==> src/rtl/led_pkg.sv <==
// +----------------------------------------------------------------------+
// | led_pkg : shared types and helpers for the multi-channel LED ctrl    |
// | Rev 1.0                                                              |
// +----------------------------------------------------------------------+
`default_nettype none

package led_pkg;

  typedef enum logic [1:0] {
    BL_IDLE  = 2'd0,
    BL_ON    = 2'd1,
    BL_OFF   = 2'd2,
    BL_PAUSE = 2'd3
  } blink_state_e;

  typedef enum logic [1:0] {
    BT_ALL_ON  = 2'd0,
    BT_ALL_OFF = 2'd1,
    BT_RUN     = 2'd2
  } boot_state_e;

  localparam int unsigned CODE_W = 3;

  function automatic int unsigned ms_to_cycles(input int unsigned clk_hz,
                                               input int unsigned ms);
    return (clk_hz / 1000) * ms;
  endfunction

  // Counters are sized so their terminal value always fits, never wraps.
  function automatic int unsigned cnt_width(input int unsigned term);
    return $clog2(term) + 1;
  endfunction

endpackage

`default_nettype wire

==> src/rtl/led_blink_ch.sv <==
// +----------------------------------------------------------------------+
// | led_blink_ch : one channel's red blink-code FSM and green stretcher  |
// | Rev 1.0                                                              |
// +----------------------------------------------------------------------+
`default_nettype none

module led_blink_ch
  import led_pkg::*;
#(
  parameter int unsigned FLASH_MS   = 200,
  parameter int unsigned PAUSE_MS   = 1000,
  parameter int unsigned STRETCH_MS = 20
) (
  input  logic              clk_i,
  input  logic              rst_ni,
  input  logic              tick_ms_i,
  input  logic              run_i,
  input  logic              act_i,
  input  logic [CODE_W-1:0] code_i,
  output logic              red_on_o,
  output logic              gr_on_o
);

  localparam int unsigned TMR_TERM = ((FLASH_MS > PAUSE_MS) ? FLASH_MS : PAUSE_MS) - 1;
  localparam int unsigned TMR_W    = cnt_width(TMR_TERM);
  localparam int unsigned STR_W    = cnt_width(STRETCH_MS);

  localparam logic [TMR_W-1:0] FLASH_LAST = TMR_W'(FLASH_MS - 1);
  localparam logic [TMR_W-1:0] PAUSE_LAST = TMR_W'(PAUSE_MS - 1);
  localparam logic [STR_W-1:0] STR_LOAD   = STR_W'(STRETCH_MS);

  blink_state_e      state_q, state_d;
  logic [TMR_W-1:0]  tmr_q, tmr_d;
  logic [CODE_W-1:0] code_q, code_d;
  logic [CODE_W-1:0] n_q, n_d;
  logic [STR_W-1:0]  str_q, str_d;
  logic              tmr_last;

  always_comb begin
    tmr_last = 1'b0;
    case (state_q)
      BL_ON, BL_OFF: tmr_last = (tmr_q == FLASH_LAST);
      BL_PAUSE:      tmr_last = (tmr_q == PAUSE_LAST);
      default:       tmr_last = 1'b0;
    endcase
  end

  always_comb begin
    state_d = state_q;
    tmr_d   = tmr_q;
    code_d  = code_q;
    n_d     = n_q;
    case (state_q)
      BL_IDLE: begin
        if (run_i && (code_i != '0)) begin
          code_d  = code_i;
          n_d     = CODE_W'(1);
          tmr_d   = '0;
          state_d = BL_ON;
        end
      end
      default: begin
        // A cleared code aborts immediately; other code changes wait for IDLE.
        if (code_i == '0) begin
          tmr_d   = '0;
          state_d = BL_IDLE;
        end else if (tick_ms_i) begin
          if (tmr_last) begin
            tmr_d = '0;
            case (state_q)
              BL_ON: state_d = BL_OFF;
              BL_OFF: begin
                if (n_q == code_q) begin
                  state_d = BL_PAUSE;
                end else begin
                  n_d     = n_q + CODE_W'(1);
                  state_d = BL_ON;
                end
              end
              default: state_d = BL_IDLE;
            endcase
          end else begin
            tmr_d = tmr_q + TMR_W'(1);
          end
        end
      end
    endcase
  end

  always_comb begin
    str_d = str_q;
    if (act_i) begin
      str_d = STR_LOAD;
    end else if (tick_ms_i && (str_q != '0)) begin
      str_d = str_q - STR_W'(1);
    end
  end

  always_ff @(posedge clk_i or negedge rst_ni) begin
    if (!rst_ni) begin
      state_q <= BL_IDLE;
      tmr_q   <= '0;
      code_q  <= '0;
      n_q     <= '0;
      str_q   <= '0;
    end else begin
      state_q <= state_d;
      tmr_q   <= tmr_d;
      code_q  <= code_d;
      n_q     <= n_d;
      str_q   <= str_d;
    end
  end

  assign red_on_o = (state_q == BL_IDLE) || (state_q == BL_ON);
  assign gr_on_o  = act_i || (str_q != '0);

endmodule

`default_nettype wire

==> src/rtl/led_ctrl_mc.sv <==
// +----------------------------------------------------------------------+
// | led_ctrl_mc : multi-channel front-panel LED controller (boot+codes)  |
// | Rev 1.0                                                              |
// +----------------------------------------------------------------------+
`default_nettype none

module led_ctrl_mc
  import led_pkg::*;
#(
  parameter int unsigned CLK_HZ     = 60000000,
  parameter int unsigned N_CH       = 2,
  parameter int unsigned BOOT_MS    = 1000,
  parameter int unsigned FLASH_MS   = 200,
  parameter int unsigned PAUSE_MS   = 1000,
  parameter int unsigned STRETCH_MS = 20,
  parameter bit          ACTIVE_LOW = 1'b0
) (
  input  logic                     i_clk,
  input  logic                     i_res_n,
  input  logic [N_CH-1:0]          i_act,
  input  logic [CODE_W*N_CH-1:0]   i_err_code,
  input  logic                     i_lamp_test,
  output logic [N_CH-1:0]          o_led_red,
  output logic [N_CH-1:0]          o_led_gr,
  output logic                     o_boot_done
);

  localparam int unsigned PRE_TERM  = ms_to_cycles(CLK_HZ, 1) - 1;
  localparam int unsigned PRE_W     = cnt_width(PRE_TERM);
  localparam int unsigned BOOT_TERM = BOOT_MS - 1;
  localparam int unsigned BOOT_W    = cnt_width(BOOT_TERM);

  localparam logic [PRE_W-1:0]  PRE_LAST  = PRE_W'(PRE_TERM);
  localparam logic [BOOT_W-1:0] BOOT_LAST = BOOT_W'(BOOT_TERM);

  logic [PRE_W-1:0]  pre_q, pre_d;
  logic [BOOT_W-1:0] bms_q, bms_d;
  boot_state_e       boot_q, boot_d;
  logic              tick_ms;
  logic              run;
  logic [N_CH-1:0]   ch_red, ch_gr;
  logic [N_CH-1:0]   red_on, gr_on;

  assign tick_ms = (pre_q == PRE_LAST);
  assign pre_d   = tick_ms ? '0 : pre_q + PRE_W'(1);

  always_comb begin
    boot_d = boot_q;
    bms_d  = bms_q;
    if ((boot_q != BT_RUN) && tick_ms) begin
      if (bms_q == BOOT_LAST) begin
        bms_d  = '0;
        boot_d = (boot_q == BT_ALL_ON) ? BT_ALL_OFF : BT_RUN;
      end else begin
        bms_d = bms_q + BOOT_W'(1);
      end
    end
  end

  always_ff @(posedge i_clk or negedge i_res_n) begin
    if (!i_res_n) begin
      pre_q  <= '0;
      bms_q  <= '0;
      boot_q <= BT_ALL_ON;
    end else begin
      pre_q  <= pre_d;
      bms_q  <= bms_d;
      boot_q <= boot_d;
    end
  end

  assign run         = (boot_q == BT_RUN);
  assign o_boot_done = run;

  for (genvar c = 0; c < N_CH; c++) begin : g_ch
    led_blink_ch #(
      .FLASH_MS   (FLASH_MS),
      .PAUSE_MS   (PAUSE_MS),
      .STRETCH_MS (STRETCH_MS)
    ) u_ch (
      .clk_i     (i_clk),
      .rst_ni    (i_res_n),
      .tick_ms_i (tick_ms),
      .run_i     (run),
      .act_i     (i_act[c]),
      .code_i    (i_err_code[CODE_W*c +: CODE_W]),
      .red_on_o  (ch_red[c]),
      .gr_on_o   (ch_gr[c])
    );
  end

  // Lamp test only overrides the pins; channel FSMs keep running underneath.
  always_comb begin
    red_on = ch_red;
    gr_on  = ch_gr;
    case (boot_q)
      BT_ALL_ON: begin
        red_on = '1;
        gr_on  = '1;
      end
      BT_ALL_OFF: begin
        red_on = '0;
        gr_on  = '0;
      end
      default: begin
        if (i_lamp_test) begin
          red_on = '1;
          gr_on  = '1;
        end
      end
    endcase
  end

  assign o_led_red = red_on ^ {N_CH{ACTIVE_LOW}};
  assign o_led_gr  = gr_on ^ {N_CH{ACTIVE_LOW}};

endmodule

`default_nettype wire

==> config.mk <==
export PLATFORM = sky130hd
export DESIGN_NAME = led_ctrl_mc
export DESIGN_NICKNAME = d
export VERILOG_FILES = /design/src/rtl/led_pkg.sv /design/src/rtl/led_blink_ch.sv /design/src/rtl/led_ctrl_mc.sv
export SDC_FILE = /design/constraint.sdc
export NUM_CORES = 1
export LEC_CHECK = 0
export CELL_PAD_IN_SITES_DETAIL_PLACEMENT = 1
export CELL_PAD_IN_SITES_GLOBAL_PLACEMENT = 2
export CORE_MARGIN = 2
export CORE_UTILIZATION = 41
export CTS_BUF_LIST = sky130_fd_sc_hd__clkbuf_2
export CTS_CLUSTER_DIAMETER = 100
export DETAILED_ROUTE_END_ITERATION = 8
export PLACE_DENSITY = 0.89
export SLEW_MARGIN = 10
export SYNTH_ARGS = -nofsm -noshare
export SYNTH_HDL_FRONTEND = slang
export SYNTH_SLANG_ARGS = --single-unit
==> constraint.sdc <==
create_clock -name i_clk -period 2.9 [get_ports i_clk]
set_input_delay 0.725 -clock i_clk [delete_from_list [all_inputs] [get_ports i_clk]]
set_output_delay 0.725 -clock i_clk [all_outputs]
set_load 0.05 [all_outputs]
==> impl_metrics.py <==
metrics = {
    "global_routing": {
        "grt_usage_pct": 20.0,
        "grt_pass1_vias": 3926,
        "use_met3_pct": 2.99,
        "grt_util_met1_pct": 25.0,
        "grt.met2_usage_pct": 34.5,
        "grt_pass1_wl_um": 18700,
        "overflow": 0,
        "antenna_found_initial": 0,
        "grt_max_degree": 81,
        "busiest_layer": "met2",
    },
    "clock_network": {
        "clkLatencyLatePin_ns": 0.56,
        "ctsLongestPathBuffers": 2,
        "holdBufCountCts": 0,
        "htreeDepth": 3,
        "cts.clk_slew.worst_paths_ns": 0.25,
        "cts_root_buf": "clkbuf_2",
        "cts_tree": "done",
        "numCtsBuffers": 9,
        "cts.sinks": 80,
    },
    "synthesis": {
        "synthDistinctLibCells": 52,
        "synthCells": 470,
        "syn_nets": 501,
        "synth_top_cell_by_area": "dfrtp_1",
        "synthFlopType": "dfrtp_1",
        "ys_warn_count": 0,
        "synthArstFlopShare_pct": 100,
        "ys_ff_latch": 80,
        "yosys.area.top_type_share_pct": 44.5,
        "synth_edf_count": 0,
        "synth-seq-area-share_pct": 44.5,
        "synth.avg_cell_area_um2": 9.56,
        "yosysMostFrequentCell": "dfrtp_1",
        "yosys-top-cells-area": "dfrtp_1 (45%), ha_1 (5.6%), xor2_1 (4.3%)",
        "synth_common_cells": "dfrtp_1 (80), nor2_1 (41), o21ai_0 (36), nand3_1 (35), nand2_1 (30)",
        "synthesis.area_um2": 4490,
    },
    "route": {
        "dr.first_iter.drc_count": 173,
        "antenna_left": 0,
        "finalWirelength_um": 11000,
        "route.detailed.drc": 0,
        "wire_per_inst_um": 16.8,
        "avgViaCountPerCell": 5.68,
        "num_vias": 3695,
        "firstDrtPassIters": 4,
    },
    "setup_path": {
        "slowest_stage": "or4_4",
        "arrival_ns": 2.10,
        "worstSetupStartpointType": "register",
        "path_class": "reg2out",
        "slowest_delay_ns": 0.45,
        "cp_data_required_time_ns": 2.17,
        "path_cells": "inv_2 -> ha_4 -> nand2b_4 -> or4_4 -> nor3_4 -> nor2_2 -> buf_12",
        "r2r_start": "pre_q[10]",
        "cp-startpoint": "g_ch[0].u_ch.str_q[0]",
        "crit_fanout": 2,
        "worst_setup_path_end_kind": "primary output",
    },
    "outcome": {
        "status": "complete, no violations",
    },
    "pwr": {
        "ir_drop_mv": 0.247,
        "power_switching_uw": 711,
        "p_leak_uw": 0.00221,
        "power_density_nw_per_um2": 430,
        "clkPwrFrac_pct": 27.3,
        "p_int_uw": 1510,
        "switching_share_pct": 32.0,
        "seqPwrFrac_pct": 53.8,
        "total_power_uw": 2220,
        "combPwrFrac_pct": 18.9,
    },
    "floorplan": {
        "die_width_um": 109,
        "rows": 38,
        "io-pin-count": 16,
        "dieArea_um2": 11800,
        "die_h_um": 109,
        "start_util_pct": 41.8,
        "coreArea_um2": 10700,
    },
    "layout": {
        "fin_area_um2": 5170,
        "n_fill_cell": 1280,
        "drive_gt1_share_pct": 15.1,
        "nets": 537,
        "area_delta_synth_final_pct": 15.0,
        "antennaDiodeCount": 0,
        "final_cells": 651,
    },
    "placed_design": {
        "io_buffer_count": 15,
        "placed_cells": 626,
        "dp_hpwl_um": 7690,
        "pre_cts_ws_ns": 0.168,
        "dpl_cell_area_um2": 4930,
        "place.gp.congestion": 0.798,
    },
    "sta": {
        "hold_viol": 0,
        "setup_viol": 0,
        "worst_slack_ns": 0.0776,
        "fin_skew_ns": 0.0322,
        "fin_tns_setup_ns": 0,
        "relSlewSlack_pct": 38.0,
        "fin_crit_sh_pct": 97.3,
        "fin_crit_ns": 2.82,
        "worst_pin_slew_ns": 0.929,
        "rsz0062_at_grt": "yes",
        "fmax_mhz": 354,
        "maxSlewViolCount": 0,
    },
    "job": {
        "cap_violations": 0,
    },
    "hold_path": {
        "min_path_type": "in2async",
    },
}
stage by stage:
step                util, %  hold slack, ns
detailed placement     45.9           0.462
global route           48.1           0.114
floorplan                 -           0.429
global placement       45.9           0.454
CTS                    47.8           0.100
finish                 48.1           0.136
path summary, 6_finish.rpt:
path	end	slack, ns	cells past startpoint
worst min-delay path	g_ch[1].u_ch.tmr_q[7]	0.14	2
min in group i_clk	bms_q[10]	0.49	1
worst max register to register	bms_q[7]	0.46	6
worst min register to register	bms_q[10]	0.49	1
worst max-delay path	o_led_gr[0]	0.08	7
max in group asynchronous	g_ch[0].u_ch.code_q[2]	2.39	2
critical path: cells and delay by family, from the launching register on:
family	cells	cell delay [ns]
fa+ha+maj	1	0.15
flops	1	0.44
simple gates	4	0.71
buf+inv	2	0.25
placed cells by master, fill, tap and decap left out, drive strengths merged, types with 3 or more instances in the layout:
| cell type | synthesis | final |
|---|---|---|
| or4 | 7 | 7 |
| o31ai | 14 | 14 |
| o21ai | 48 | 48 |
| nand3b | 4 | 4 |
| nor3 | 28 | 28 |
| nand4 | 11 | 11 |
| nand2b | 11 | 11 |
| xnor2 | 11 | 11 |
| nor3b | 6 | 6 |
| clkinv | 0 | 4 |
| nand3 | 35 | 35 |
| inv | 13 | 13 |
| mux2 | 6 | 6 |
| nand2 | 31 | 31 |
| a311oi | 4 | 4 |
| a21oi | 7 | 7 |
| a31oi | 3 | 3 |
| or3 | 3 | 3 |
| buf | 6 | 30 |
| mux2i | 3 | 3 |
| clkbuf | 9 | 10 |
| or3b | 4 | 4 |
| nand4bb | 4 | 4 |
| and3 | 11 | 11 |
| clkdlybuf4s50 | 0 | 9 |
| ha | 20 | 20 |
| xor2 | 22 | 22 |
| dfrtp | 80 | 80 |
| nor4 | 5 | 5 |
| nor2 | 42 | 42 |
final cells by class:
cell class	instances	area, µm²	share of cell area, %
inverters	13	48.8	0.944
repair buffers	40	387	7.48
well taps	140	175	3.39
flip-flops and latches	80	2000	38.7
multi-input cells	362	2440	47.3
clock inverters	6	60.1	1.16
clock buffers	10	50.0	0.969
power groups by stage:
| stage | Sequential, µW | Combinational (µW) | Clock, µW |
|---|---|---|---|
| floorplan | 1200 | 278 | 0 |
| global placement | 1210 | 401 | 0 |
| detailed placement | 1220 | 417 | 0 |
| CTS | 1200 | 421 | 630 |
| global route | 1200 | 474 | 676 |
| finish | 1200 | 420 | 606 |
state kept, by name (all words and copies together), names as in the netlist:
register / cells
g_ch.u_ch.tmr_q: 22
pre_q: 17
g_ch.u_ch.str_q: 12
bms_q: 11
g_ch.u_ch.code_q: 6
g_ch.u_ch.n_q: 6
g_ch.u_ch.state_q: 4
boot_q: 2
cell families (layout without fill, tap and decap cells):
kind of cell / count (synthesis) / in the layout / share of synthesized area (%)
flip-flops: 80 / 80 / 44.5
AND/OR/NAND/NOR: 214 / 214 / 26.2
multiplexers: 9 / 9 / 2.17
buffers and inverters: 28 / 69 / 2.62
XOR/XNOR: 33 / 33 / 6.43
AO/OA/AOI/OAI: 86 / 86 / 12.4
adder cells (fa/ha/maj): 20 / 20 / 5.57
per-layer routing:
layer  vias to the layer above  share of wire [%]
met2                        36                 49
met3                        16                2.3
met4                         0                1.8
met5                         -                  0
met1                      1868                 46
li1                       1775                  -
repair_timing:
action                                  4_1_cts  5_1_grt
endpoints found under the setup margin        3        3
setup buffers                                 6        3
pin swaps                                     2        2
endpoints found under the hold margin         0        0
gates resized for setup                      11        3
Note: power is estimated with default switching activity, not from simulation.
